### src/rtl/mem_byte_responder.sv
// mem_byte_responder: FIFO-backed byte source answering the stop/ok handshake
// and the single-byte mr_ memory read of the byte-fetch unit.
//
// Handshake: the reader raises stop to request a byte. When the FIFO holds
// one, ok rises on the next edge with the head byte on d7_d0, held stable
// while ok=1. A low-then-high pulse on mr_ during the offer consumes the byte:
// the FIFO pops on the mr_ rising edge. ok falls one edge after stop falls.
// If stop falls before any mr_ rise, the offer is withdrawn and the byte is kept.
//
// Optional build macro ADDR_CHECK_EN: tracks the expected read address and
// raises the sticky err flag when the reader presents a different one.
module mem_byte_responder #(
    parameter int DEPTH_LOG2 = 4
) (
    input  logic                  clock,
    input  logic                  reset,
    input  logic                  wr_en,
    input  logic [7:0]            wr_data,
    output logic                  full,
    output logic [DEPTH_LOG2:0]   level,
    input  logic                  stop,
    input  logic                  mr_,
    input  logic [23:0]           a23_a0,
    output logic                  ok,
    output logic [7:0]            d7_d0,
    output logic                  err
);

    localparam int DEPTH = 1 << DEPTH_LOG2;

    typedef enum logic [1:0] {
        IDLE  = 2'd0,
        OFFER = 2'd1,
        DONE  = 2'd2
    } state_t;

    state_t                state;
    state_t                state_d;
    logic [7:0]            mem [DEPTH];
    logic [DEPTH_LOG2-1:0] wr_ptr;
    logic [DEPTH_LOG2-1:0] rd_ptr;
    logic                  mr_q;
    logic                  fall;
    logic                  rise;
    logic                  push;
    logic                  pop;
    logic                  ok_d;
    logic [7:0]            data_d;

    assign full = (level == (DEPTH_LOG2+1)'(DEPTH));
    assign fall = mr_q & ~mr_;
    assign rise = ~mr_q & mr_;
    // A pop in the same cycle frees a slot, so a push into a full FIFO is
    // accepted when it coincides with a pop.
    assign push = wr_en & (~full | pop);

    // Next-state, offer and pop decisions for the responder FSM.
    always_comb begin
        state_d = state;
        ok_d    = ok;
        data_d  = d7_d0;
        pop     = 1'b0;
        case (state)
            IDLE: begin
                if (stop && (level != '0)) begin
                    data_d  = mem[rd_ptr];
                    ok_d    = 1'b1;
                    state_d = OFFER;
                end
            end
            OFFER: begin
                if (rise) begin
                    pop     = 1'b1;
                    state_d = DONE;
                end else if (!stop) begin
                    ok_d    = 1'b0;
                    state_d = IDLE;
                end
            end
            DONE: begin
                if (!stop) begin
                    ok_d    = 1'b0;
                    state_d = IDLE;
                end
            end
            default: begin
                ok_d    = 1'b0;
                state_d = IDLE;
            end
        endcase
    end

    // FSM state, offered byte and mr_ edge-detect register.
    always_ff @(posedge clock) begin
        if (reset) begin
            state <= IDLE;
            ok    <= 1'b0;
            d7_d0 <= 8'h00;
            mr_q  <= 1'b1;
        end else begin
            state <= state_d;
            ok    <= ok_d;
            d7_d0 <= data_d;
            mr_q  <= mr_;
        end
    end

    // FIFO pointers and occupancy count.
    always_ff @(posedge clock) begin
        if (reset) begin
            wr_ptr <= '0;
            rd_ptr <= '0;
            level  <= '0;
        end else begin
            if (push) wr_ptr <= wr_ptr + DEPTH_LOG2'(1);
            if (pop)  rd_ptr <= rd_ptr + DEPTH_LOG2'(1);
            case ({push, pop})
                2'b10:   level <= level + (DEPTH_LOG2+1)'(1);
                2'b01:   level <= level - (DEPTH_LOG2+1)'(1);
                default: level <= level;
            endcase
        end
    end

    // FIFO storage; needs no reset because the pointers define validity.
    always_ff @(posedge clock) begin
        if (push) mem[wr_ptr] <= wr_data;
    end

`ifdef ADDR_CHECK_EN
    logic [23:0] exp_addr;

    // Expected-address tracking: compare on the mr_ fall of an offer,
    // advance on every pop, err is sticky until reset.
    always_ff @(posedge clock) begin
        if (reset) begin
            exp_addr <= 24'h000000;
            err      <= 1'b0;
        end else begin
            if ((state == OFFER) && fall && (a23_a0 != exp_addr)) err <= 1'b1;
            if (pop) exp_addr <= exp_addr + 24'd1;
        end
    end
`else
    // Without the address check the address bus and fall detector are unused.
    logic unused_addr;
    assign unused_addr = ^{a23_a0, fall};
    assign err         = 1'b0;
`endif

endmodule

### config.mk
export PLATFORM = sky130hd
export DESIGN_NAME = mem_byte_responder
export DESIGN_NICKNAME = d
export VERILOG_FILES = /design/src/rtl/mem_byte_responder.sv
export SDC_FILE = /design/constraint.sdc
export NUM_CORES = 1
export LEC_CHECK = 0
export ABC_CLOCK_PERIOD_IN_PS = 3150
export CAP_MARGIN = 10
export CORE_ASPECT_RATIO = 1.1
export CORE_MARGIN = 4
export CORE_UTILIZATION = 57
export CTS_CLUSTER_SIZE = 12
export DETAILED_ROUTE_END_ITERATION = 16
export GPL_TIMING_DRIVEN = 0
export PLACE_DENSITY = 0.75
export REMOVE_ABC_BUFFERS = 1
export SLEW_MARGIN = 40
export SYNTH_ARGS = -nofsm -noshare
export SYNTH_HDL_FRONTEND = slang
export SYNTH_SLANG_ARGS = --single-unit
### constraint.sdc
create_clock -name clock -period 3.15 [get_ports clock]
set_input_delay 0.63 -clock clock [delete_from_list [all_inputs] [get_ports clock]]
set_output_delay 0.63 -clock clock [all_outputs]
set_load 0.02 [all_outputs]
==> impl.org, run 1 <==
** Routing
- Antenna violation net count after detailed routing :: 0
- Drt first-iter violations :: 230
- Number of remaining DRC errors :: 0
- Via density per instance :: 5.98
- The first TritonRoute pass finished after 4 iterations.
- Across all layers, the routed design uses ~3200 vias.
- Final wirelength :: 11800 um
- Dividing the detail-routed wire length by the instance count gives approximately 22 um.

** STA
- Count of final max-slew check failures :: 0
- Final hold analysis gives a worst-case slack of 487 ps.
- Setup slack closes at ~220 ps.
- Max-slew headroom :: 41.6%
- Final setup vio count :: 0
- Maximum clock rate :: 342 MHz
- The final hold violation count came to 0.
- Of the available clock period, the critical path in the final layout requires just over 90%.
- Setup repair after global routing missed its margin :: no
- Subtracting the final worst setup slack from the clock period gives between 2000 and 3000 ps.
- On the final layout, the worst clock skew is 6.69 ps.
- At the pin with the least slew margin, the transition time is about 870 ps.

** Setup path
- Kind of end point of the critical path :: flop
- Buf/Inv on CP :: 2
- Worst R2R Setup Slack :: between 300 and 400 ps
- Launch instance of the worst register-to-register path :: state[1]
- The critical path goes through clkdlybuf4s50_1 > and3b_2 > nand2_1 > inv_1 > ha_1 > a21o_1 > a21oi_1 > mux2i_1 > mux2_1.
- Critical path start-end classification :: primary input to flop
- The cell family contributing the most delay on the critical path is buffers and inverters.
- The critical path starts at mr_.
- In this design, the stage delay of the slowest critical-path cell is 510 ps.
- Reg2Reg Depth :: 10
- Data arrives at the worst endpoint at ~3200 ps.
- The worst setup path is launched from a primary input.
- Endpoint of the lowest-slack register-to-register path :: level[4]
- Along the worst path, the maximum fanout reaches 9.
- CP Data Required Time :: approximately 3500 ps
- Cell with the largest stage delay on the worst path :: clkdlybuf4s50_1

** Clock network
- Clock tree from TritonCTS :: yes
- At the later pin of the worst-skew pair, clock insertion delay measures ~400 ps.
- After clock tree synthesis, the clock-pin slew on the worst setup and hold paths is roughly 60 ps.
- Number of H-tree levels :: 4
- Number of buffers created by CTS :: 17
- The clock net in this run drives a total of approximately 150 sinks.
- Number of buffers on the longest clock path :: 2
- Library cell used as clock root buffer :: clkbuf_16
- For this design, the CTS-stage hold fixing added 0 buffers.

** Worst hold path
- The startpoint identified for the worst hold timing path is d7_d0[0].
- Endpoint of the worst hold path :: d7_d0[0]
- Hold path depth :: 1
- Path type of the worst min-delay path :: flop to flop

** Yosys
- After synthesis, the netlist uses 48 different library cells.
- Post-Synth Simple-Gate Area :: between 4 and 5%
- Of the total synthesized cell area, the portion taken by full adders, half adders and majority gates is 2.70%.
- Parity-gate share of the synthesized area counting xor and xnor cells :: 1.11%
- Fraction of registers with async set/reset :: 0%
- Synthesized-area fraction occupied by ao, oa, aoi and oai cells :: ~4.6%
- Yosys printed 0 warnings.
- Flop and latch count out of synthesis :: 153
- Share of the yosys chip area belonging to registers :: between 60% and 70%
- Summing every instance area after synthesis gives approximately 6300 um^2.
- Counting every instance in the synthesized netlist gives around 350.
- In the synthesized netlist, mux cells make up around 15% of the area.
- Count of flip-flops with a built-in enable after synthesis :: roughly 130
- Each instance of the synthesized netlist takes up on average around 18 um^2.
- Top flip-flop cell by instance count after synthesis :: edfxtp_1
- After synthesis, the largest family of logic cells by area is multiplexers.

** GRT
- Number of global-route vias before repair :: 3352
- GRT overflow :: 0
- The first global-routing pass estimated 18500 um of wire.
- Global routing used between 20% and 30% of the available tracks.
- Initial antenna violation count :: 0
- Entering global routing, the biggest net connects 35 pins.

** Layout
- Number of antenna repair diodes :: 0
- Share of cells above drive strength 1 :: between 20 and 25%
- The top cell types in the final layout, fill and taps aside, are 128 x edfxtp_1, 27 x clkdlybuf4s50_1, 24 x nor2_1, 24 x mux4_2, 22 x dfxtp_1.
- Non-Filler Cell Area, Final :: ~7300 um^2
- Fill cells in the final layout number roughly 690.
- Area growth from synthesis to layout :: 15.8%
- At the end of the flow, the number of nets in the layout was approximately 430.
- Measured on the finished design, the core utilization comes to a little under 70%.
- Most common cell after layout, fill and taps aside :: edfxtp_1

** Power and ir drop
- LEAKAGE :: about 2.4 nW
- In this run, the combinational gates consume 5.6% of the power.
- Switching fraction of total power :: about 21%
- Proportion of power drawn by flip-flops and latches :: roughly 50%
- Summed over all nets, the switching power comes to 915 uW.
- Across the VDD grid, the largest voltage drop is ~0.34 mV.
- Relative contribution of the clock network to total power :: between 40 and 50%
- For this design the ratio of total power to cell area is between 600 and 700 nW/um^2.
- Cell internal power was estimated by the tool at 3.52 mW.
- Post-route total power :: between 4 and 5 mW

** Floorplan
- Core ar. :: 10600 um^2
- Placement Rows :: 39
- Top Ports :: 53
- DIE AREA :: about 13000 um^2
- Horizontal die dimension :: roughly 110 um
- The initial utilization of the core area, before any placement, comes to around three fifths.
- Die height :: approximately 120 um

** Place
- At the end of routability-driven placement, the weighted congestion stood at approximately 0.74.
- Placed Instance Area :: 6700 um^2
- HPWL after detailed placement :: ~7300 um
- Post-place setup slack :: -356 ps
- During placement, the flow inserted port buffers numbering 27.

** Status
- Run status :: finished, final reports clean

** Flow run
- Max-cap viol count :: 0
[layer usage]
layer | track usage, % | wire length, um | up-vias
li1 | - | - | 1475
met2 | 33.8 | 6410 | 112
met1 | 25.3 | 4380 | 1628
met5 | 0 | 0 | -
met3 | 4.58 | 813 | 13
met4 | 7.73 | 184 | 0
[repair_timing]
action	4_1_cts	5_1_grt
setup buffers	0	0
endpoints found under the hold margin	0	0
endpoints found under the setup margin	0	1
resized for setup	0	1
[registers in the layout (all words and copies together), names as in the netlist]
register	count
mr_q	1
ok	1
d7_d0	8
level	5
wr_ptr	4
state	2
rd_ptr	4
mem	128
[final cells by class]
cell class | instances | area [um^2] | area share, %
flip-flops and latches | 153 | 4360 | 59.8
multi-input cells | 174 | 1870 | 25.6
clock buffers | 19 | 443 | 6.08
repair buffers | 28 | 275 | 3.78
well taps | 143 | 179 | 2.45
clock inverters | 13 | 129 | 1.77
inverters | 10 | 37.5 | 0.515
[cells by family (layout without fill, tap and decap cells)]
| group | after synthesis | after routing |
|---|---|---|
| flip-flops | 153 | 153 |
| other | 1 | 1 |
| buffers and inverters | 26 | 70 |
| XOR/XNOR | 8 | 8 |
| AO/OA/AOI/OAI | 35 | 35 |
| multiplexers | 53 | 53 |
| adder cells (fa/ha/maj) | 13 | 13 |
| AND/OR/NAND/NOR | 64 | 64 |
[worst max path at each step]
stage	cells after the start	slack [ps]	endpoint
after CTS	9	80	level[4]
after global routing	9	80	level[4]
after floorplan	8	520	level[4]
after global placement	5	-450	mem[2][7]
after detailed placement	9	-360	level[4]
final	9	220	level[4]
[Yosys cell counts (8+ instances only)]
cell type  count  area share, %
mux2i_1       11            1.7
nand2_1        8           0.48
inv_1          9           0.54
dfxtp_1       25            8.0
a21oi_1        9           0.72
edfxtp_1     128             61
nor2_1        32            1.9
mux4_2        24            8.6
mux4_1         8            3.3
nor3_1         9           0.72
ha_1          12            2.4
mux2_2         8            1.4
clkbuf_1       8           0.48
a221o_1        8            1.3
[through the flow]
| stage | TNS (ps) | instances |
|---|---|---|
| after floorplan | 0 | 337 |
| after global placement | -11650 | 507 |
| after detailed placement | -2740 | 508 |
| after CTS | 0 | 540 |
| after global routing | 0 | 540 |
| final | 0 | 540 |
[power groups by stage]
stage                     logic [mW]  registers (mW)  clock network [mW]
after floorplan                0.120            2.32                   0
after global placement         0.232            2.31                   0
after detailed placement       0.244            2.31                   0
after CTS                      0.246            2.27                1.94
after global routing           0.269            2.27                2.05
final                          0.247            2.27                1.92
No activity file was read; power rests on OpenSTA's default activity.
==> run 2, diff against run 1 <==
--- a/config.mk
+++ b/config.mk
@@ -5,15 +5,15 @@
 export SDC_FILE = /design/constraint.sdc
 export NUM_CORES = 1
 export LEC_CHECK = 0
-export ABC_CLOCK_PERIOD_IN_PS = 3150
-export CAP_MARGIN = 10
+export ABC_CLOCK_PERIOD_IN_PS = 3400
 export CORE_ASPECT_RATIO = 1.1
 export CORE_MARGIN = 4
-export CORE_UTILIZATION = 57
+export CORE_UTILIZATION = 60
 export CTS_CLUSTER_SIZE = 12
 export DETAILED_ROUTE_END_ITERATION = 16
 export GPL_TIMING_DRIVEN = 0
-export PLACE_DENSITY = 0.75
+export HOLD_SLACK_MARGIN = 0.1
+export PLACE_DENSITY = 0.78
 export REMOVE_ABC_BUFFERS = 1
 export SLEW_MARGIN = 40
 export SYNTH_ARGS = -nofsm -noshare
==> constraint.sdc (replaced) <==
create_clock -name clock -period 3.4 [get_ports clock]
set_input_delay 0.68 -clock clock [delete_from_list [all_inputs] [get_ports clock]]
set_output_delay 0.68 -clock clock [all_outputs]
set_load 0.02 [all_outputs]
==> run 2 against run 1 <==
Net effect:
- first-iteration DRC count rose by 5.2%
- critical path depth is the same
- total power is 6.9% lower
- worst setup slack improved by 160 ps
- hold slack worse by 0.99 ps
- sequential share of layout area about the same
- clock-buffer cell count stayed put
- critical endpoint unchanged
==> impl.org, run 2 (synthesized netlist as in run 1, its figures left out) <==
** Setup path
- STA classifies the critical path startpoint as a primary input.
- Critical path start-end classification :: primary input to flop
- For flop-to-flop paths, the worst setup slack is 390 ps.
- The slowest stage of the critical path belongs to the cell clkdlybuf4s50_1.
- Largest stage delay, worst path :: ~510 ps
- STA puts the critical path data arrival time at between 3000 and 4000 ps.
- Traced cell by cell, the critical path runs through clkdlybuf4s50_1 > and3b_1 > nand2_1 > inv_1 > ha_1 > a21o_1 > a21oi_1 > mux2i_1 > mux2_1.
- Crit path max fanout :: 9
- Kind of end point of the critical path :: flop
- Category of cells accounting for the largest share of critical-path delay :: buffers and inverters
- CP Data Required Time :: between 3000 and 4000 ps
- Buf/Inv on CP :: 2

** Power and ir drop
- Peak ir drop on the vdd network :: approximately 0.33 mV
- Post-route total power :: 4.13 mW
- PwrDens :: around 570 nW/um^2
- The analysis attributes to cell leakage a power of between 2 and 2.5 nW.

** Floorplan
- For this configuration, the core starts out at a cell density of between 60% and 70%.
- Horizontal die dimension :: around 110 um
- Placement Rows :: 38
- Measured along the y axis, the die boundary spans 115 um.
- Top Ports :: 53
- DIE AREA :: approximately 12000 um^2
- The region available for standard cell placement spans slightly above 10000 um^2.

** Layout
- The largest registers in the layout are mem x128, d7_d0 x8, level x5.
- Number of antenna repair diodes :: 0
- The net count of the finished layout is between 400 and 500.
- Share of cells above drive strength 1 :: 22.0%
- Most common cell after layout, fill and taps aside :: edfxtp_1
- Area growth from synthesis to layout :: 15.8%
- The count of cells in the finished layout, fillers not included, comes to 536.
- Max reg flops :: roughly 130
- Non-Filler Cell Area, Final :: around 7300 um^2
- Most used cells in the layout excluding fill and tap cells :: 128 x edfxtp_1, 27 x clkdlybuf4s50_1, 24 x mux4_2, 22 x dfxtp_1, 21 x nor2_1
- Layout Utilization :: approximately 72%
- Ranked by flip-flop count, first place goes to mem.

** STA
- Final clock period utilization by the worst path :: around nine tenths
- Final setup vio count :: 0
- Slew at the pin closest to its max-slew limit :: roughly 790 ps
- Final Hold Viols :: 0
- Setup repair after global routing missed its margin :: no
- The count of final max-slew check failures came to 0.
- Final critical delay including setup and external delays :: between 3000 and 4000 ps
- Max-slew headroom :: between 40% and 50%
- Derived from the worst setup path, the maximum achievable clock frequency is 331 MHz.
- Final worst clock skew :: slightly below 10 ps

** Status
- Run status :: finished, final reports clean

** Routing
- For this run, the detailed router's first-pass iteration total came to 4.
- Total number of vias :: about 3300
- Antenna violation net count after detailed routing :: 0
- After detailed routing, the average wire length per cell comes to 21.8 um.
- Drt first-iter violations :: around 240
- After detailed routing, the number of remaining DRC violations is 0.
- Dividing the detail-routed via count by the number of cells gives between 6 and 7.
- Final wirelength :: around 12000 um

** Clock network
- Once the clock tree was built, the resizer swapped 0 gates to a different size.
- Clock tree from TritonCTS :: yes
- The clock drives ~150 sinks.
- The number of hold buffers added after CTS was 0.
- The H-tree was split into 4 levels.
- Clock tree synthesis inserted a total of 17 buffers.
- Library cell used as clock root buffer :: clkbuf_8
- After clock tree synthesis, the setup repair step added 0 buffers.
- Clock latency reported for the late side of the worst-skew pair :: between 500 and 600 ps
- Number of buffers on the longest clock path :: 2
- After clock tree synthesis, the clock-pin slew on the worst setup and hold paths is 60 ps.

** GRT
- Global routing used a little over a fifth of the available tracks.
- Maximum number of pins on one net before global-route repair :: 35
- GRT overflow :: 0
- The number of antenna violations at the first check in global routing was 0.
- Global-route wire length before repair :: about 19000 um
- The number of global-route vias before repair was approximately 3500.

** Place
- The wire-length estimate of the detail-placed layout is between 7000 and 8000 um.
- During placement, the flow inserted port buffers numbering 27.
- Routability congestion estimate :: between 0.7 and 0.8
- Total placed cells including tap cells :: 504
- Placed Instance Area :: 6680 um^2

** Flow run
- Max-cap viol count :: 0

** Worst hold path
- Path type of the worst min-delay path :: flop to flop
-- run 2: path summary, 6_finish.rpt --
| check | cells after the start | to | startpoint |
|---|---|---|---|
| worst min register to register | 1 | d7_d0[7] | d7_d0[7] |
| worst max-delay path | 9 | level[4] | mr_ |
| worst min-delay path | 1 | d7_d0[7] | d7_d0[7] |
| worst max register to register | 10 | level[4] | state[1] |
-- run 2: where the power goes --
| group | internal, mW | switching, mW | leakage [nW] | total [mW] |
|---|---|---|---|---|
| registers | 2.07 | 0.0309 | 1.36 | 2.10 |
| clock network | 1.11 | 0.687 | 0.275 | 1.80 |
| logic | 0.0978 | 0.130 | 0.716 | 0.227 |
| total | 3.28 | 0.848 | 2.35 | 4.13 |
-- run 2: area by class of cell --
class,count,area [um^2]
sequential,153,4360
clock inverter,13,154
clock buffer,19,422
multi-input combinational,174,1880
tap,140,175
fill,651,2790
inverter,10,37.5
timing repair buffer,27,270
-- run 2: worst reg2reg max path, stage by stage (launching register included) --
cell     delay [ps]
dfxtp_1         330
inv_1           100
ha_1            220
and3b_1         470
nand2_1         210
inv_1           280
ha_1            330
a21o_1          190
a21oi_1         190
mux2i_1         240
mux2_1          330
-- run 2: per-stage QoR --
step	worst slack (ps)	hold slack [ps]	setup TNS (ps)
floorplan	719	504	0
global placement	-174	468	-3770
detailed placement	-203	473	-203
CTS	368	489	0
global route	95.1	506	0
finish	382	486	0
-- run 2: layer usage --
layer | wire (um) | part of all wire, % | track usage [%]
met1 | 4590 | 39 | 26.4
met2 | 6240 | 53 | 36.5
met3 | 706 | 6.0 | 6.57
met4 | 155 | 1.3 | 7.94
met5 | 0 | 0 | 0
